$ cat config.mk
export PLATFORM = sky130hd
export DESIGN_NAME = d_ff64
export DESIGN_NICKNAME = d
export VERILOG_FILES = /design/src/rtl/d_ff64.sv
export SDC_FILE = /design/constraint.sdc
export NUM_CORES = 1
export LEC_CHECK = 0
export BUFFER_PORTS_ARGS = -buffer_cell sky130_fd_sc_hd__buf_2
export CAP_MARGIN = 0
export CORE_AREA = 8 8 91 93
export DETAILED_ROUTE_END_ITERATION = 7
export DIE_AREA = 0 0 99 101
export MAX_ROUTING_LAYER = met4
export PLACE_DENSITY = 0.74
export SYNTH_ARGS = -nofsm -noshare
export SYNTH_HDL_FRONTEND = slang
export SYNTH_SLANG_ARGS = --single-unit
$ cat constraint.sdc
create_clock -name clk -period 0.8 [get_ports clk]
set_clock_uncertainty 0.15 [all_clocks]
set_input_delay 0.08 -clock clk [delete_from_list [all_inputs] [get_ports clk]]
set_output_delay 0.08 -clock clk [all_outputs]
set_load 0.01 [all_outputs]
$ cat src/rtl/d_ff64.sv
// WIDTH-bit D register built from per-bit hold/load mux cells, each with a synchronous
// active-high clear. Port order is fixed because register-file instances connect positionally.

module d_ff64_cell (
   output logic q,
   input  logic d,
   input  logic reset,
   input  logic clk,
   input  logic enable
);

   logic mux_s;
   logic q_r;

   // Hold/load select: recirculate the stored bit unless enable is high.
   always_comb begin
      mux_s = q_r;
      if (enable) begin
         mux_s = d;
      end else begin
         mux_s = q_r;
      end
   end

   // Storage flop; reset takes priority over the mux output.
   always_ff @(posedge clk) begin
      if (reset) begin
         q_r <= 1'b0;
      end else begin
         q_r <= mux_s;
      end
   end

   assign q = q_r;

endmodule

module d_ff64 #(
   parameter int WIDTH = 64
) (
   output logic [WIDTH-1:0] q,
   input  logic [WIDTH-1:0] d,
   input  logic             reset,
   input  logic             clk,
   input  logic             enable
);

   logic [WIDTH-1:0] cell_q_s;

   // Each bit is an independent cell; no bit ever sees a neighbour's data.
   for (genvar i = 0; i < WIDTH; i++) begin : g_bit
      d_ff64_cell u_cell (
         .q      (cell_q_s[i]),
         .d      (d[i]),
         .reset  (reset),
         .clk    (clk),
         .enable (enable)
      );
   end

   assign q = cell_q_s;

endmodule

### After elaboration in Yosys (flattened, before gate mapping)

Cells that the tools add are included.

| storage, ports and cells | value |
|---|---|
| register bits after elaboration | 64 |
| bits of input ports | 67 |
| output and inout bits | 64 |
| logic and storage cells | 64 |

### Depth between registers and ports, before layout

Gate-level depths: netlist (run 1).

| depth | value |
|---|---|
| word-level depth | 0 |
| gate-level depth with buffers | 4 |
| gate-level depth less buffers | 2 |

### Cells and area by module

From an unflattened synthesis (run 1), not the netlist that was laid out.

| second synthesis, totals | value |
|---|---|
| cell total of the unflattened synthesis | 192 |
| area total of the unflattened synthesis | 2162.1 um^2 |

By module, submodules not included:

| module | instances | cells each | area each (um^2) | sequential area each (um^2) |
|---|---|---|---|---|
| d_ff64_cell | 64 | 3 | 33.8 | 20.0 |

### Worst setup path before layout (run 1)

OpenSTA, ideal clock, no wires.

| timing path | value |
|---|---|
| path kind | in2reg |
| start point | input enable |
| end point | register g_bit[0].u_cell.q_r |
| setup time | 0.128 ns |
| data arrival time | 0.606 ns |
| required time | 0.522 ns |
| slack | -0.084 ns |
| stages on the path | 4 |
| buffers on the path | 2 |
| cells stage by stage | buf_6 -> buf_8 -> mux2i_1 -> nor2_1 |

RTL lines:

| element | line | text |
|---|---|---|
| start, declared | 45 | `input logic enable` |
| end signal, assigned | 30 | `q_r <= mux_s;` |
| end, declared | 13 | `logic q_r;` |

### Worst setup path in the final report (run 1)

| timing path | value |
|---|---|
| start point | register g_bit[13].u_cell.q_r |
| end point | output q[13] |

RTL lines:

| element | line | text |
|---|---|---|
| start, declared | 13 |  |
| start signal, assigned | 30 |  |
| end, declared | 41 | `output logic [WIDTH-1:0] q,` |

No word-level cell between the ends.

==> summary.md, run 1 <==
| Metric | Value |
|---|---|
| CP Class | `register to output port` |
| CTS tree | `done` |
| Crit path max fanout | `2` |
| Internal power | `5.403 mW` |
| Register bit total from synthesis | `64` |
| Row cnt | `31` |
| Number of flip-flops in the largest register | `64` |
| Die width | `around 100 um` |
| Synthesized cell area | `0.002771 sq mm` |
| Syn-to-layout area delta | `35.67%` |
| Post-Syn Instances | `270` |
| Failing checks | `hold timing, setup timing` |
| Post-Place Setup Slack | `-0.2281 ns` |
| Fillcell total | `about 600` |
| Critical Path AT | `around 0.77 ns` |
| Drt total wl | `6.317 mm` |
| DR pass1 iterations | `3` |
| Psw | `1.742 mW` |
| Synth Net Count | `between 300 and 400` |
| Worst-Skew Late Latency | `0.33 ns` |
| Crit-path cells | `buf_6` |
| DRC | `0` |
| Yosys warnings | `0` |
| GRT Total Usage | `0.1269` |
| Clk sinks | `64` |
| Worst slew pin tran | `~0.19 ns` |
| Core area | `between 0.006 and 0.007 sq mm` |
| Ports | `approximately 130` |
| Beginning of the worst hold path | `d[10]` |
| Max Cap Viol | `0` |
| Leakage power | `between 1.5 and 2 nW` |
| Critical R2R Launch | `g_bit[20].u_cell.q` |
| Slowest stage cell, crit path | `dfxtp_2` |
| Overflow after GRT | `0` |
| Sw frac | `0.2439` |
| Mapped Avg Cell Area | `slightly above 10 sq um` |
| Avg Vias per Cell | `4.400` |
| Clock Tree Root | `clkbuf_8` |
| Critical path's top delay family | `flip-flops` |
| WP buf/inv | `1` |
| First-pass GRT wire length | `around 9.8 mm` |
| Initial core utilization | `0.3992` |
| Vias | `approximately 1,900` |
| Part of the power in registers | `0.497` |
| Slew Limit Fails | `0` |
| Min cycle time layout | `approximately 1 ns` |
| Inserted Clock Buffers | `9` |
| Worst-path clk slew | `approximately 0.07 ns` |
| Max-slew headroom | `0.8692` |
| Min Hold Slack | `-0.1660 ns` |
| RSZ-0062 raised after global routing | `true` |
| Slowest stage delay, CP | `0.33 ns` |
| Finish-stage setup viols | `75` |
| Post-DRT Antenna Nets | `0` |
| Antenna Cells | `0` |
| Startpoint types | `register` |
| Max clock buf depth | `2` |
| Avg WL per Cell | `14.52 um` |
| Layout cells sized above 1 | `0.6374` |
| Peak VDD IR | `a little under 900 uV` |
| Setup TNS | `-13.03 ns` |
| Post-DP HPWL | `between 4 and 5 mm` |
| Pwr/cell area | `1900 mW/mm^2` |
| Setup ws final | `-0.2049 ns` |
| H-tree levels | `3` |
| CP endpoint kind | `output port` |
| Combinational power share | `0.167` |
| Initial DRC count | `54` |
| Clock network power share | `0.336` |
| # nets final | `between 400 and 500` |
| Die area | `approximately 0.01 sq mm` |
| Status | `finished, violations left` |
| Worst Setup SP | `g_bit[13].u_cell.q` |
| I/O Buffers | `130` |
| Post-route clock period utilization | `1.256` |
| Pin count of the biggest net entering global routing | `39` |
| Initial antenna violation count | `0` |
| Sequential area share after synthesis | `0.4623` |
| Cell area after layout | `approximately 0.0038 sq mm` |
| Placed Area | `0.003020 sq mm` |
| Synth unique cells | `8` |
| Vias in the first global route | `2,044` |
| Worst hold path class | `primary input to register` |
| F_max | `between 0.9 and 1 GHz` |
| Height of the die | `approximately 100 um` |
| Required time of the critical path | `about 0.57 ns` |
| Routability Congestion | `~0.69` |
| Final-report hold violation count | `between 60 and 70` |
==> cells in the final DEF, fill, tap and decap left out, drive strengths merged <==
cell type and count:
clkinv 2, mux2i 64, buf 146, dfxtp 64
clkbuf 12, nor2 64, clkinvlp 1
==> worst min-delay path, cell delays in order <==
cell	delay (ns)
buf_2	0.07
mux2i_1	0.06
nor2_1	0.07
==> power groups by stage <==
stage	Sequential [mW]	Combinational (mW)	Clock, mW
after floorplan	3.52	0.791	0
after global placement	3.53	0.919	0
after detailed placement	3.54	0.939	0
after CTS	3.55	1.16	2.50
after global routing	3.57	1.29	2.67
final	3.55	1.19	2.40
==> cell families after synthesis <==
logic type,synth area share
and+or+nand+nor,0.08668
muxes,0.2311
DFF,0.4623
buffers and inverters,0.2199
==> Yosys cell counts <==
cell type | instances | area (sq um)
buf_8 | 6 | 90.09
dfxtp_1 | 64 | 1281
buf_1 | 6 | 22.52
buf_4 | 64 | 480.5
nor2_1 | 64 | 240.2
buf_6 | 1 | 11.26
mux2i_1 | 64 | 640.6
clkbuf_2 | 1 | 5.000
==> metal layers <==
metal,routed length [um],up-vias,GRT usage
li1,-,961,-
met1,2473,876,0.1230
met2,3325,73,0.2230
met3,477,4,0.05525
met4,40,0,0.04250
met5,0,-,-
==> stage by stage <==
step	util	power, mW	instances
final	0.5415	7.145	435
after global routing	0.5415	7.524	435
after CTS	0.5334	7.215	430
after detailed placement	0.4350	4.474	411
after global placement	0.4350	4.449	411
after floorplan	-	4.310	270
==> cell type report <==
class                      count  area (sq um)  share of cell area
timing repair buffer         146          1239              0.3295
tap                           82         102.6             0.02729
clock inverter                 3         17.52            0.004659
multi-input combinational    128         884.6              0.2353
sequential                    64          1361              0.3621
clock buffer                  12         155.1             0.04126
==> what timing repair did <==
item                       4_1_cts  5_1_grt
resized for setup              128        5
pin swaps                        0        6
setup endpoints to repair       64       89
hold endpoints to repair        64       64
buffers inserted                 4        5
==> path summary, 6_finish.rpt <==
| path | to | slack (ns) | cells after the start |
|---|---|---|---|
| min | g_bit[10].u_cell.q | -0.17 | 3 |
| min reg2reg | g_bit[25].u_cell.q | 0.34 | 2 |
| max reg2reg | g_bit[20].u_cell.q | -0.14 | 3 |
| max | q[13] | -0.20 | 1 |
Note: power is estimated with default switching activity, not from simulation.
==> run 2, diff against run 1 <==
- CORE_AREA: 8 8 91 93 -> 4 4 91 85
- DIE_AREA: 0 0 99 101 -> 0 0 95 89
- PLACE_DENSITY: 0.74 -> 0.75
==> summary.md, run 2 (synthesized netlist as in run 1, its figures left out) <==
| Metric | Value |
|---|---|
| Crit-path cells | `buf_6 (unchanged)` |
| Clock network power share | `0.403 (was 0.336)` |
| Row cnt | `29 (was 31)` |
| Pin count of the biggest net entering global routing | `33 (was 39)` |
| Min Hold Slack | `-0.1659 ns (was -0.1660 ns)` |
| F_max | `0.9953 GHz (was 0.9951 GHz)` |
| Initial core utilization | `0.4063 (was 0.3992)` |
| Post-route clock period utilization | `1.256 (about the same)` |
| Status | `finished, violations left (unchanged)` |
| Max clock buf depth | `2 (unchanged)` |
| Avg Vias per Cell | `4.377 (was 4.400)` |
| Initial DRC count | `46 (was 54)` |
| Final-report hold violation count | `64 (unchanged)` |
| # nets final | `409 (was 416)` |
| Worst-Skew Late Latency | `0.32 ns (was 0.33 ns)` |
| Post-Place Setup Slack | `-0.2101 ns (was -0.2281 ns)` |
| Slew Limit Fails | `0 (unchanged)` |
| Worst hold path class | `primary input to register (unchanged)` |
| Critical path's top delay family | `flip-flops (unchanged)` |
| Layout cells sized above 1 | `0.6369 (was 0.6374)` |
| Drt total wl | `5.861 mm (was 6.317 mm)` |
| Ports | `131 (unchanged)` |
| Number of flip-flops in the largest register | `64 (unchanged)` |
| Core area | `0.006822 sq mm (was 0.006943 sq mm)` |
| Critical Path AT | `0.77 ns (about the same)` |
| Antenna Cells | `0 (unchanged)` |
| Syn-to-layout area delta | `36.70% (was 35.67%)` |
| Max Cap Viol | `0 (unchanged)` |
| DR pass1 iterations | `4 (was 3)` |
| Required time of the critical path | `0.57 ns (about the same)` |
| Pwr/cell area | `2086 mW/mm^2 (was 1900 mW/mm^2)` |
| WP buf/inv | `1 (unchanged)` |
| Sw frac | `0.2253 (was 0.2439)` |
| GRT Total Usage | `0.1471 (was 0.1269)` |
| Most frequent cells in the layout | `buf_6 (67), buf_2 (65), nor2_1 (64), dfxtp_2 (64), mux2i_1 (62) (was buf_6 (68), buf_2 (65), nor2_1 (64), dfxtp_2 (64), mux2i_1 (63))` |
| Vias | `1,926 (was 1,914)` |
| Failing checks | `hold timing, setup timing (unchanged)` |
| Finish-stage setup viols | `69 (was 75)` |
| Clock Tree Root | `clkbuf_8 (unchanged)` |
| Height of the die | `89 um (was 101 um)` |
| Area of the multi-input gates | `888.4 sq um (was 884.6 sq um)` |
| Setup ws final | `-0.2047 ns (was -0.2049 ns)` |
| First-pass GRT wire length | `9.273 mm (was 9.763 mm)` |
| CP endpoint kind | `output port (unchanged)` |
| Slowest stage cell, crit path | `dfxtp_2 (unchanged)` |
| Avg WL per Cell | `13.32 um (was 14.52 um)` |
| Part of the power in registers | `0.450 (was 0.497)` |
| Psw | `1.780 mW (was 1.742 mW)` |
| Fillcell total | `603 (was 596)` |
| Die width | `95 um (was 99 um)` |
| Leakage power | `1.871 nW (was 1.885 nW)` |
| Min cycle time layout | `1.005 ns (about the same)` |
| CP Class | `register to output port (unchanged)` |
| Worst-path clk slew | `0.07 ns (about the same)` |
| Initial antenna violation count | `0 (unchanged)` |
| Internal power | `6.123 mW (was 5.403 mW)` |
| Crit path max fanout | `2 (unchanged)` |
| DRC | `0 (unchanged)` |
| Post-DRT Antenna Nets | `0 (unchanged)` |
| Max-slew headroom | `0.8506 (was 0.8692)` |
| Slowest stage delay, CP | `0.35 ns (was 0.33 ns)` |
| Overflow after GRT | `0 (unchanged)` |
| Worst slew pin tran | `0.2241 ns (was 0.1908 ns)` |
| Peak VDD IR | `1195 uV (was 883.5 uV)` |
| CTS tree | `done (unchanged)` |
| H-tree levels | `3 (unchanged)` |
| I/O Buffers | `130 (unchanged)` |
| Reg area | `0.001361 sq mm (unchanged)` |
| Routability Congestion | `0.6653 (was 0.6946)` |
| Commonest non-fill, non-tap cell in the layout | `buf_6 (unchanged)` |
| Vias in the first global route | `2,026 (was 2,044)` |
| Post-DP HPWL | `3.712 mm (was 4.318 mm)` |
| RSZ-0062 raised after global routing | `true (unchanged)` |
| Startpoint types | `register (unchanged)` |
| Combinational power share | `0.147 (was 0.167)` |
| Inserted Clock Buffers | `9 (unchanged)` |
| Clk sinks | `64 (unchanged)` |
| Die area | `0.008455 sq mm (was 0.009999 sq mm)` |
[run 2: cell types whose count changed in the layout (fill, tap and decap cells not counted)]
cell / delta
buf_4: -6
bufinv_16: +2
clkinv_2: -2
buf_6: -1
clkbuf_1: -1
clkbuf_8: +1
clkinvlp_4: +1
mux2i_1: -1
mux2i_2: +1
[run 2: power by group through the flow]
stage / logic, mW / clock network (mW) / registers, mW
2_1_floorplan: 0.791 / 0 / 3.52
3_3_place_gp: 0.900 / 0 / 3.53
3_5_place_dp: 0.925 / 0 / 3.53
4_1_cts: 1.14 / 3.30 / 3.55
5_1_grt: 1.27 / 3.47 / 3.58
6_report: 1.16 / 3.19 / 3.56
[run 2: path summary, 6_finish.rpt]
kind                 startpoint                  to  slack (ns)  depth (start not counted)
max reg2reg   g_bit[6].u_cell.q   g_bit[6].u_cell.q       -0.11                          3
min                       d[37]  g_bit[37].u_cell.q       -0.17                          3
max          g_bit[11].u_cell.q               q[11]       -0.20                          1
min reg2reg  g_bit[37].u_cell.q  g_bit[37].u_cell.q        0.34                          2
[run 2: through the flow]
stage	area, sq um	TNS [ns]	power (mW)	utilization	cells
after floorplan	2788	-1.824	4.310	-	270
after global placement	3019	-9.409	4.432	0.4426	420
after detailed placement	3019	-10.65	4.459	0.4426	420
after CTS	3747	-13.99	7.981	0.5493	437
after global routing	3789	-15.98	8.322	0.5554	440
final	3789	-12.57	7.904	0.5554	440
[run 2: per-layer routing]
layer	part of all wire	track usage	wire, um
met1	0.39	0.1569	2268
met2	0.52	0.2542	3033
met3	0.079	0.04040	465
met4	0.016	0.06946	94
met5	0	-	0
[run 2: timing repair]
action	in CTS	in global routing
buffers inserted	1	3
setup endpoints to repair	64	97
pin swaps	0	10
resized for setup	128	5
endpoints found under the hold margin	64	64
[run 2: layout make-up]
type / count / share of cell area
clock buffer: 12 / 0.04359
clock inverter: 4 / 0.01982
multi-input combinational: 128 / 0.2345
sequential: 64 / 0.3593
tap: 93 / 0.03071
timing repair buffer: 139 / 0.3121
==> run 3, diff against run 2 <==
- ABC_AREA: not set -> 1
- CORE_AREA: 4 4 91 85 -> 4 4 96 89
- DIE_AREA: 0 0 95 89 -> 0 0 100 93
- PLACE_DENSITY: 0.75 -> 0.74
==> summary.md, run 3 <==
| Metric | Value |
|---|---|
| Status | `finished, violations left (unchanged)` |
| Failing checks | `hold timing, setup timing (unchanged)` |
| Clk sinks | `64 (unchanged)` |
| Max Cap Viol | `0 (unchanged)` |
| I/O Buffers | `130 (unchanged)` |
| Critical Path AT | `0.79 ns (was 0.77 ns)` |
| Layout cells sized above 1 | `0.3853 (was 0.6369)` |
| Vias | `2,676 (was 1,926)` |
| Synth async-reset ratio | `0 (unchanged)` |
| Post-DRT Antenna Nets | `0 (unchanged)` |
| Clock Tree Root | `clkbuf_8 (unchanged)` |
| Crit-path cells | `buf_6 (unchanged)` |
| Worst-Skew Late Latency | `0.33 ns (was 0.32 ns)` |
| Slowest stage delay, CP | `0.35 ns (about the same)` |
| Setup ws final | `-0.2234 ns (was -0.2047 ns)` |
| Initial core utilization | `0.4213 (was 0.4063)` |
| Avg WL per Cell | `10.83 um (was 13.32 um)` |
| Area leader, netlist | `dfxtp_1 (unchanged)` |
| CP Class | `register to output port (unchanged)` |
| Height of the die | `93 um (was 89 um)` |
| DRC | `0 (unchanged)` |
| Finish-stage setup viols | `70 (was 69)` |
| Synth Net Count | `536 (was 337)` |
| Pwr/cell area | `1838 mW/mm^2 (was 2086 mW/mm^2)` |
| Drt total wl | `7.080 mm (was 5.861 mm)` |
| Sequential area share after synthesis | `0.4072 (was 0.4623)` |
| Post-route insts no fill | `654 (was 440)` |
| Routability Congestion | `0.7399 (was 0.6653)` |
| Number of flip-flops in the largest register | `64 (unchanged)` |
| Dominant synthesized flop cell | `dfxtp_1 (unchanged)` |
| CP endpoint kind | `output port (unchanged)` |
| Post-route clock period utilization | `1.279 (was 1.256)` |
| Initial antenna violation count | `0 (unchanged)` |
| Cell area after layout | `0.004410 sq mm (was 0.003789 sq mm)` |
| Inserted Clock Buffers | `9 (unchanged)` |
| Top cells by area, synth | `dfxtp_1 (41%), buf_4 (16%), nand2_1 (15%) (was dfxtp_1 (46%), mux2i_1 (23%), buf_4 (17%))` |
| CTS Hold Buffers Added | `36` |
| Synth top area share | `0.4072 (was 0.4623)` |
| Startpoint types | `register (unchanged)` |
| First-pass GRT wire length | `11.52 mm (was 9.273 mm)` |
| Post-synth EDFFs | `0 (unchanged)` |
| Placed Area | `0.003369 sq mm (was 0.003019 sq mm)` |
| Critical R2R Launch | `g_bit[4].u_cell.q (was g_bit[6].u_cell.q)` |
| Slowest stage cell, crit path | `dfxtp_2 (unchanged)` |
| H-tree levels | `3 (unchanged)` |
| Worst hold path class | `primary input to register (unchanged)` |
| Worst path depth | `1 (unchanged)` |
| Avg Vias per Cell | `4.092 (was 4.377)` |
| Min cycle time layout | `1.023 ns (was 1.005 ns)` |
| Register bit total from synthesis | `64 (unchanged)` |
| Setup TNS | `-12.91 ns (was -12.57 ns)` |
| Pin count of the biggest net entering global routing | `44 (was 33)` |
| Min Hold Slack | `-0.1131 ns (was -0.1659 ns)` |
| Ports | `131 (unchanged)` |
| Critical path's top delay family | `flip-flops (unchanged)` |
| Synthesized cell area | `0.003147 sq mm (was 0.002771 sq mm)` |
| CTS tree | `done (unchanged)` |
| Max clock buf depth | `2 (unchanged)` |
| # nets final | `620 (was 409)` |
| Die width | `100 um (was 95 um)` |
| Required time of the critical path | `0.57 ns (about the same)` |
| Peak VDD IR | `907.4 uV (was 1195 uV)` |
| Worst-path clk slew | `0.07 ns (about the same)` |
| Slew Limit Fails | `0 (unchanged)` |
| FF-to-FF End | `g_bit[4].u_cell.q (was g_bit[6].u_cell.q)` |
| Worst Setup SP | `g_bit[43].u_cell.q (was g_bit[11].u_cell.q)` |
| Initial DRC count | `43 (was 46)` |
| DR pass1 iterations | `4 (unchanged)` |
| Synth top cells by count | `nand2_1 (128), nor2_1 (128), buf_4 (66) (was buf_4 (64), dfxtp_1 (64), mux2i_1 (64), nor2_1 (64))` |
| Row cnt | `30 (was 29)` |
| Post-Syn Instances | `469 (was 270)` |
| Worst slew pin tran | `0.1964 ns (was 0.2241 ns)` |
| GRT Total Usage | `0.1588 (was 0.1471)` |
| Overflow after GRT | `0 (unchanged)` |
| Yosys warnings | `0 (unchanged)` |
| Flop2flop setup slack | `-0.02 ns (was -0.11 ns)` |
| Max-slew headroom | `0.8691 (was 0.8506)` |
| Setup crit end | `q[43] (was q[11])` |
| WP buf/inv | `1 (unchanged)` |
| RSZ-0062 raised after global routing | `true (unchanged)` |
| Post-DP HPWL | `4.287 mm (was 3.712 mm)` |
| Syn-to-layout area delta | `40.16% (was 36.70%)` |
| F_max | `0.9772 GHz (was 0.9953 GHz)` |
| Commonest non-fill, non-tap cell in the layout | `nand2_1 (was buf_6)` |
| Vias in the first global route | `2,568 (was 2,026)` |
| Synth unique cells | `8 (unchanged)` |
| Mapped Avg Cell Area | `6.710 sq um (was 10.26 sq um)` |
| Die area | `0.009300 sq mm (was 0.008455 sq mm)` |
| Most frequent cells in the layout | `nand2_1 (128), nor2_1 (122), buf_6 (68) (was buf_6 (67), buf_2 (65), nor2_1 (64), dfxtp_2 (64), mux2i_1 (62))` |
| Core area | `0.007470 sq mm (was 0.006822 sq mm)` |
| Placed Cells | `619 (was 420)` |
| Final-report hold violation count | `31 (was 64)` |
| Reg2Reg Depth | `3 (unchanged)` |
| Crit path max fanout | `2 (unchanged)` |
| Leakage power | `2.506 nW (was 1.871 nW)` |
| Antenna Cells | `0 (unchanged)` |
==> run 3: cell types whose count changed after synthesis, moves of 6 or more <==
cell     change
nor2_1      +64
mux2i_1     -64
buf_6       +11
nand2_1    +128
buf_1        -6
inv_1       +64
buf_2        +6
buf_8        -6
==> run 3: cell type report <==
| cell class | count | area [sq um] |
|---|---|---|
| Inverter | 65 | 244.0 |
| Multi-Input combinational cell | 256 | 985.9 |
| Tap cell | 96 | 120.1 |
| Sequential cell | 64 | 1361 |
| Fill cell | 649 | 3059 |
| Timing Repair Buffer | 157 | 1486 |
| Clock buffer | 11 | 131.4 |
| Clock inverter | 5 | 81.33 |
==> run 3: through the flow <==
step	setup WS, ns	utilization	power [mW]
global placement	-0.07338	0.4511	4.677
CTS	-0.2466	0.5941	8.201
detailed placement	-0.1022	0.4511	4.705
finish	-0.2234	0.5905	8.107
floorplan	0.04356	-	4.542
global route	-0.2637	0.5905	8.541
==> run 3: kinds of logic (layout without fill, tap and decap cells) <==
family,Yosys count,count (layout),share of synthesized area
buffers and inverters,149,238,0.2875
flip-flops,64,64,0.4072
AND/OR/NAND/NOR,256,256,0.3054
==> run 3: power breakdown <==
part | switching [mW] | internal [mW] | total [mW]
clock network | 1.21 | 1.76 | 2.96
logic | 0.654 | 0.866 | 1.52
registers | 0.165 | 3.46 | 3.62
==> run 3: worst min path at each step <==
stage	slack (ns)	to	start	cells past startpoint
floorplan	0.11	g_bit[10].u_cell.q	reset	3
global placement	0.21	g_bit[47].u_cell.q	d[47]	5
detailed placement	0.22	g_bit[13].u_cell.q	d[13]	5
CTS	-0.14	g_bit[44].u_cell.q	d[44]	5
global route	-0.12	g_bit[27].u_cell.q	d[27]	5
finish	-0.11	g_bit[42].u_cell.q	d[42]	5
==> run 3: per-layer routing <==
metal	part of all wire	wire, um	global-route usage	vias to the layer above
met5	0	0	-	-
met4	0.014	102	0.05275	0
met3	0.073	518	0.05891	10
met2	0.52	3650	0.2817	83
met1	0.40	2808	0.1620	1149
li1	-	-	-	1434
==> run 3: timing repair <==
item                       in CTS  in global routing
setup buffers                   2                  5
hold endpoints to repair       64                 31
setup endpoints to repair      64                101
resized for setup             128                 31
pin swaps                       0                  7
